## src/rtl/shift_add_mac.sv

```systemverilog
// Sequential shift-add multiply-accumulate engine for the IDCT datapath.
// Each term is an unsigned sample times a sign-magnitude coefficient, built one bit per cycle.
module shift_add_mac #(
    parameter int DATA_W = 8,
    parameter int COEF_W = 8,
    parameter int ACC_W  = 19,
    parameter int TERMS  = 8
) (
    input  logic              clk,
    input  logic              rst_n,
    input  logic              flush,
    input  logic              in_valid,
    output logic              in_ready,
    input  logic [DATA_W-1:0] data,
    input  logic [COEF_W-1:0] coef,
    output logic              out_valid,
    input  logic              out_ready,
    output logic [ACC_W-1:0]  result,
    output logic              overflow
);

    localparam int PROD_W = DATA_W + COEF_W - 1;
    localparam int IDX_W  = (COEF_W > 2) ? $clog2(COEF_W - 1) : 1;
    localparam int CNT_W  = $clog2(TERMS + 1);
    localparam logic [IDX_W-1:0] LAST_BIT  = IDX_W'(COEF_W - 2);
    localparam logic [CNT_W-1:0] LAST_TERM = CNT_W'(TERMS - 1);

    typedef enum logic [1:0] {IDLE, MUL, ACC, DONE} state_t;

    state_t              state_q;
    logic [DATA_W-1:0]   data_q;
    logic [COEF_W-1:0]   coef_q;
    logic [PROD_W-1:0]   partial_q, partial_d;
    logic [IDX_W-1:0]    bitIdx_q;
    logic [CNT_W-1:0]    termCnt_q;
    logic [ACC_W-1:0]    acc_q, acc_d;
    logic [ACC_W-1:0]    result_q;
    logic                ovf_q;

    logic [PROD_W-1:0]   shiftedData;
    logic [ACC_W-1:0]    termExt;
    logic                accOvf;

    // Datapath: next partial product for the current magnitude bit, and the signed accumulate
    always_comb begin
        shiftedData = PROD_W'(data_q) << bitIdx_q;
        partial_d   = coef_q[bitIdx_q] ? partial_q + shiftedData : partial_q;
        termExt     = ACC_W'(partial_q);
        acc_d       = acc_q + termExt;
        accOvf      = (acc_q[ACC_W-1] == termExt[ACC_W-1]) && (acc_d[ACC_W-1] != acc_q[ACC_W-1]);
        if (coef_q[COEF_W-1]) begin
            acc_d  = acc_q - termExt;
            accOvf = (acc_q[ACC_W-1] != termExt[ACC_W-1]) && (acc_d[ACC_W-1] != acc_q[ACC_W-1]);
        end
    end

    // Control FSM; flush overrides every handshake in the same cycle
    always_ff @(posedge clk or negedge rst_n) begin
        if (!rst_n) begin
            state_q   <= IDLE;
            data_q    <= '0;
            coef_q    <= '0;
            partial_q <= '0;
            bitIdx_q  <= '0;
            termCnt_q <= '0;
            acc_q     <= '0;
            result_q  <= '0;
            ovf_q     <= 1'b0;
        end else if (flush) begin
            state_q   <= IDLE;
            partial_q <= '0;
            termCnt_q <= '0;
            acc_q     <= '0;
            ovf_q     <= 1'b0;
        end else begin
            case (state_q)
                IDLE: begin
                    if (in_valid) begin
                        data_q    <= data;
                        coef_q    <= coef;
                        partial_q <= '0;
                        bitIdx_q  <= '0;
                        state_q   <= MUL;
                    end
                end
                MUL: begin
                    partial_q <= partial_d;
                    bitIdx_q  <= bitIdx_q + 1'b1;
                    if (bitIdx_q == LAST_BIT) state_q <= ACC;
                end
                ACC: begin
                    acc_q     <= acc_d;
                    termCnt_q <= termCnt_q + 1'b1;
                    if (accOvf) ovf_q <= 1'b1;
                    if (termCnt_q == LAST_TERM) begin
                        result_q <= acc_d;
                        state_q  <= DONE;
                    end else begin
                        state_q  <= IDLE;
                    end
                end
                DONE: begin
                    if (out_ready) begin
                        acc_q     <= '0;
                        termCnt_q <= '0;
                        ovf_q     <= 1'b0;
                        state_q   <= IDLE;
                    end
                end
                default: state_q <= IDLE;
            endcase
        end
    end

    assign in_ready  = (state_q == IDLE);
    assign out_valid = (state_q == DONE);
    assign result    = result_q;
    assign overflow  = ovf_q;

endmodule

```

## config.mk

```make
export PLATFORM = sky130hd
export DESIGN_NAME = shift_add_mac
export DESIGN_NICKNAME = d
export VERILOG_FILES = /design/src/rtl/shift_add_mac.sv
export SDC_FILE = /design/constraint.sdc
export NUM_CORES = 1
export LEC_CHECK = 0
export BUFFER_PORTS_ARGS = -buffer_cell sky130_fd_sc_hd__buf_2
export CORE_ASPECT_RATIO = 0.5
export CORE_UTILIZATION = 39
export CTS_CLUSTER_DIAMETER = 60
export DETAILED_ROUTE_END_ITERATION = 10
export SETUP_SLACK_MARGIN = 0.15
export SYNTH_ARGS = -nofsm -noshare
export SYNTH_HDL_FRONTEND = slang
export SYNTH_SLANG_ARGS = --single-unit
export TNS_END_PERCENT = 100
```

## constraint.sdc

```tcl
create_clock -name clk -period 4.6 [get_ports clk]
set_input_delay 0.69 -clock clk [delete_from_list [all_inputs] [get_ports clk]]
set_output_delay 0.69 -clock clk [all_outputs]
set_load 0.005 [all_outputs]
```

==> results of run 1 <==
[logic make-up (layout without fill, tap and decap cells)]
logic type	count (synthesis)	in the layout	share of synthesized area, %
multiplexers	40	40	8.00
adder cells (fa/ha/maj)	52	52	11.7
AO/OA/AOI/OAI	183	183	21.8
buffers and inverters	70	95	5.29
AND/OR/NAND/NOR	184	184	14.9
XOR/XNOR	27	27	4.10
flip-flops	79	79	34.3
[tightest hold or removal path, delay by kind of cell, from the launching register on]
family	cells	cell delay, ns
and+or+nand+nor	2	0.10
DFF	1	0.34
[layout by cell type, fill, tap and decap left out, types with 6 or more instances in the layout]
master,n
a21o_1,8
a21oi_1,41
a22o_1,21
a31oi_1,6
buf_2,41
clkbuf_16,9
dfrtp_1,79
ha_1,49
inv_1,31
mux2_2,29
mux2i_1,9
nand2_1,70
nand2b_1,9
nand3_1,13
nand4_1,7
nor2_1,43
nor2b_1,10
nor3_1,8
o211ai_1,9
o21ai_0,43
o21ai_1,7
xnor2_1,21
xor2_1,6
[stage by stage]
stage	hold slack [ns]	area, um^2	setup slack, ns
2_1_floorplan	0.394	5770	1.55
3_3_place_gp	0.455	6060	1.32
3_5_place_dp	0.458	6060	1.25
4_1_cts	0.474	6360	1.23
5_1_grt	0.504	6360	0.935
6_report	0.467	6360	1.21
[final cells by class]
type	instances	area, um^2
fill	1356	7640
multi-input combinational	486	3490
sequential	79	1980
tap	192	240
clock buffer	10	229
timing repair buffer	44	228
inverter	35	131
clock inverter	6	70.1
[layer usage]
layer | share of wire [%] | global-route usage, % | vias to the layer above
met4 | 1.4 | 5.82 | 0
met2 | 44 | 29.9 | 90
met3 | 3.6 | 3.52 | 18
met1 | 51 | 25.7 | 2221
met5 | 0 | 0 | -
li1 | - | - | 2313
[final timing paths]
check                       startpoint  cells past startpoint            end
min in group asynchronous        rst_n                      1      data_q[7]
setup reg to reg           bitIdx_q[0]                     13  partial_q[14]
hold reg to reg              result[5]                      2      result[5]
max in group asynchronous        rst_n                      1  partial_q[12]
hold / removal               result[5]                      2      result[5]
setup / recovery           bitIdx_q[0]                     13  partial_q[14]
[flip-flops by register name (all words and copies together) (netlist names)]
register / cells
acc_q: 19
result: 19
partial_q: 15
coef_q: 8
data_q: 8
termCnt_q: 4
bitIdx_q: 3
state_q: 2
overflow: 1
[power by group]
part | switching, mW | total, mW | internal, mW
clock network | 0.317 | 0.740 | 0.424
logic | 0.502 | 0.888 | 0.386
registers | 0.0816 | 0.834 | 0.752
total | 0.901 | 2.46 | 1.56
==> reports/results.ini, run 1 <==
[outcome]
status = completed

[pwr]
power_mw = 2.46
max-vdd-ir-drop_uv = 187
power.density_nw_per_um2 = 387
p_leak_nw = 3.01

[cts]
postCtsSetupRepairBufs = 0
cts_root_buf = clkbuf_16
clk_latency_ns = 0.35
clkTransAtPathRegs_ns = 0.07
cts_hold_buf = 0
clockBufferDepth = 2
cts_tree = done
ctsResizeCount = 0
cts_buffers = 9
cts_sinks = 79
htree_num_levels = 3

[placement]
gp_congestion = 0.865
hpwl_mm = 9.87
place.port_buffers = 42
dp_cells = 836

[sta]
setup_violations = 0
hold_viol = 0
max_clock_freq_mhz = 295
slew_headroom_pct = 31.9
period_share_pct = 73.6
clock_skew_ns = 0.00825
fin_tns_setup_ns = 0
drv_slew = 0
rsz0062_at_grt = false
worst_pin_slew_ns = 1.02
finalCriticalPeriod_ns = 3.39

[detailed_routing]
wl_mm = 13.6
wl_per_cell_um = 15.9
vias_per_cell = 5.45
dr.pass1.iters = 5
drc_errors = 0
vias = 4642
final_antenna_net_count = 0
first_iter_violations = 289

[yosys]
synthFlopType = dfrtp_1
ys_seq_elements = 79
synth_cell_type_count = 67
syn-cell-area_um2 = 5770
async_flop_share_pct = 100
yosysWarnings = 0
netlist.area_leader.share_pct = 34.3
synth_cells = 635
synthesis.nets = 708
synth_commonest_cells = dfrtp_1, nand2_1, ha_1
synthTopCellsByArea = dfrtp_1, ha_1, mux2_2, nand2_1, o21ai_0
yosysTopAreaCell = dfrtp_1
synth_edf_count = 0
yosysSeqAreaShare_pct = 34.3
synth_most_common_cell = dfrtp_1
synth_area_per_cell_um2 = 9.09

[floorplan]
dieArea_um2 = 15300
start_util_pct = 41.2
io_pins = 43
core_area_um2 = 14000
placementRows = 30
die_x_um = 174
die_h_um = 88.0

[grt]
track_usage_pct = 18.6
grt_pass1_wl_mm = 22.5
grt_max_degree = 80
grt-ovfl-total = 0
antenna_found_initial = 0
grt_pass1_vias = 4386

[worst_setup_path]
cpMostUsedCell = a21oi_1
crit_chain = mux2_2 -> mux2_2 -> nand2_1 -> o21ai_0 -> ha_1 -> a21o_1 -> a21o_1 -> a21oi_1 -> o211ai_1 -> a21oi_1 -> xnor2_1 -> a21oi_1 -> o22ai_1
cp-end-kind = flip-flop
cp-start-kind = flip-flop
slowest_stage = dfrtp_1
worstPathBufferInverterCount = 0
critical_path_class = reg2reg
crit_family = compound AO/OA/AOI/OAI gates
critPathArrivalTime_ns = 3.65
cpPeakStageDelay_ns = 0.73
worst-path-max-fanout = 16
reg2reg_slack_ns = 1.21
worst_ep_required_time_ns = 4.87

[final_layout]
drive_gt1_share_pct = 16.7
area_delta_synth_final_pct = 10.3
layout.nets = 728
utilization_pct = 45.4
final_cells = 852
antenna_cells = 0

[run]
cap_violations = 0

[worst_hold_path]
hp-class = reg2reg

Note: power is estimated with default switching activity, not from simulation.
==> run 2, diff against run 1 <==
clock period = 3.39 ns   (was 4.6 ns; I/O delays follow)
==> run 2 against run 1 <==
Effect of this change:
- critical path type unchanged
- count of clock-buffer cells in the layout shrank 1
- core utilization grew 1.1 points
- die area is the same
- worst hold slack lost 0.13 ns
- non-clock buffer count grew 17
- largest power group unchanged
==> reports/results.ini, run 2 (same netlist as run 1, synthesis figures left out) <==
[outcome]
status = completed

[cts]
htree_num_levels = 3  ; unchanged
cts_tree = done
cts_sinks = 79  ; unchanged
clkTransAtPathRegs_ns = 0.06  ; about the same
cts_root_buf = clkbuf_16
clk_latency_ns = 0.34  ; about the same
cts_buffers = 9  ; unchanged
clockBufferDepth = 2  ; unchanged

[sta]
drv_slew = 0  ; unchanged
clock_skew_ns = 0.0113  ; +0.00302 ns
timing.hold.ws_ns = 0.335  ; -0.132 ns
hold_viol = 0  ; unchanged
period_share_pct = 90.4  ; +17 points
rsz0062_at_grt = false
fin_tns_setup_ns = 0  ; unchanged
setup_violations = 0  ; unchanged
worst_pin_slew_ns = 1.01  ; -0.00622 ns
slew_headroom_pct = 32.6  ; +0.67 points
max_clock_freq_mhz = 326  ; +10%
finalCriticalPeriod_ns = 3.06  ; -0.322 ns

[floorplan]
placementRows = 30  ; unchanged
die_x_um = 174  ; unchanged
core_area_um2 = 14000  ; unchanged
start_util_pct = 41.2  ; unchanged
die_h_um = 88.0  ; unchanged
io_pins = 43  ; unchanged
dieArea_um2 = 15300  ; unchanged

[detailed_routing]
first_iter_violations = 383  ; +33%
final_antenna_net_count = 0  ; unchanged
dr.pass1.iters = 5  ; unchanged
vias = 4723  ; +1.7%
wl_per_cell_um = 16.0  ; +0.35%
drc_errors = 0  ; unchanged
wl_mm = 13.9  ; +2.2%
vias_per_cell = 5.44  ; -0.13%

[grt]
track_usage_pct = 19.2  ; +0.51 points
grt-ovfl-total = 0  ; unchanged
grt_pass1_vias = 4667  ; +6.4%
grt_pass1_wl_mm = 23.3  ; +3.4%
grt_max_degree = 80  ; unchanged
antenna_found_initial = 0  ; unchanged

[final_layout]
final_area_um2 = 6510  ; +2.4%
antenna_cells = 0  ; unchanged
fillers = 1346  ; -0.74%
drive_gt1_share_pct = 19.5  ; +2.9 points
mostFrequentLayoutCells = dfrtp_1, nand2_1, ha_1, o21ai_0, nor2_1
area_delta_synth_final_pct = 12.9
mostFrequentLayoutCell = dfrtp_1
layout.nets = 745  ; +2.3%

[run]
cap_violations = 0  ; unchanged

[placement]
hpwl_mm = 10.4  ; +5.3%
place.port_buffers = 42  ; unchanged
place_area_um2 = 6170  ; +1.7%
gp_congestion = 0.877  ; +1.4%

[pwr]
power.density_nw_per_um2 = 522  ; +35%
p_leak_nw = 3.11  ; +3.1%
max-vdd-ir-drop_uv = 298  ; +59%

[worst_setup_path]
critPathArrivalTime_ns = 3.29  ; -0.36 ns
worst_ep_required_time_ns = 3.61  ; -1.26 ns
cp-start-kind = flip-flop
cp-end-kind = flip-flop
critical_path_class = reg2reg
worst-path-max-fanout = 4  ; -12

[worst_hold_path]
hp-class = in2async

-- run 2: changes by cell type in the layout (fill, tap and decap cells not counted), sizes merged --
cell,change
buf,+17
clkinv,+2
clkinvlp,-2
bufinv,+1
clkbuf,-1
inv,-1
-- run 2: per-stage QoR --
step           power (mW)  util, %  worst slack (ns)  std cells
6_report             3.40     46.5             0.325        868
5_1_grt              3.61     46.5            0.0818        868
4_1_cts              3.42     46.3             0.256        865
3_5_place_dp         2.37     44.1             0.328        850
3_3_place_gp         2.35     44.1             0.345        850
2_1_floorplan        2.09        -             0.340        635
-- run 2: worst paths after layout --
path                         startpoint          end  slack [ns]  depth (start not counted)
setup / recovery           partial_q[0]     overflow        0.33                         15
hold / removal                    rst_n    data_q[7]        0.34                          1
setup reg to reg           partial_q[0]     overflow        0.33                         15
hold reg to reg              result[17]   result[17]        0.47                          2
max in group asynchronous         rst_n  bitIdx_q[1]        2.36                          1
min in group clk                coef[5]    coef_q[5]        0.40                          2
-- run 2: cell type report --
class                   instances  area (um^2)  area share (%)
inverters                      35          131            2.02
repair buffers                 61          355            5.46
multi-input cells             486         3500            53.7
flip-flops and latches         79         1980            30.4
clock buffers                   9          225            3.46
clock inverters                 6         86.3            1.33
well taps                     192          240            3.69
-- run 2: per-layer routing --
| layer | vias up | global-route usage, % | part of all wire, % |
|---|---|---|---|
| li1 | 2338 | - | - |
| met1 | 2274 | 26.5 | 50 |
| met2 | 96 | 31.5 | 45 |
| met3 | 15 | 3.17 | 3.8 |
| met4 | 0 | 4.70 | 1.2 |
| met5 | - | 0 | 0 |
-- run 2: timing repair --
| item | 4_1_cts | 5_1_grt |
|---|---|---|
| gates resized for setup | 0 | 5 |
| setup buffers | 0 | 3 |
| hold buffers | 0 | 0 |
| setup endpoints to repair | 0 | 4 |
-- run 2: report_power, final --
group          internal [mW]  total [mW]  switching, mW
Sequential              1.02        1.12         0.0922
Combinational          0.539        1.24          0.704
Clock                  0.640        1.04          0.399
-- run 2: critical path, stage by stage, from the launching register on --
cell and delay, ns:
dfrtp_1 0.41, ha_1 0.24, fa_2 0.35, nand2b_1 0.08, a21oi_1 0.09, o211ai_1 0.27, nand3_1 0.18, a31o_1 0.23
a21oi_1 0.15, nor2_1 0.07, ha_1 0.17, mux2_2 0.31, a21oi_2 0.16, nor2_1 0.05, a21oi_1 0.13, nor2_1 0.05
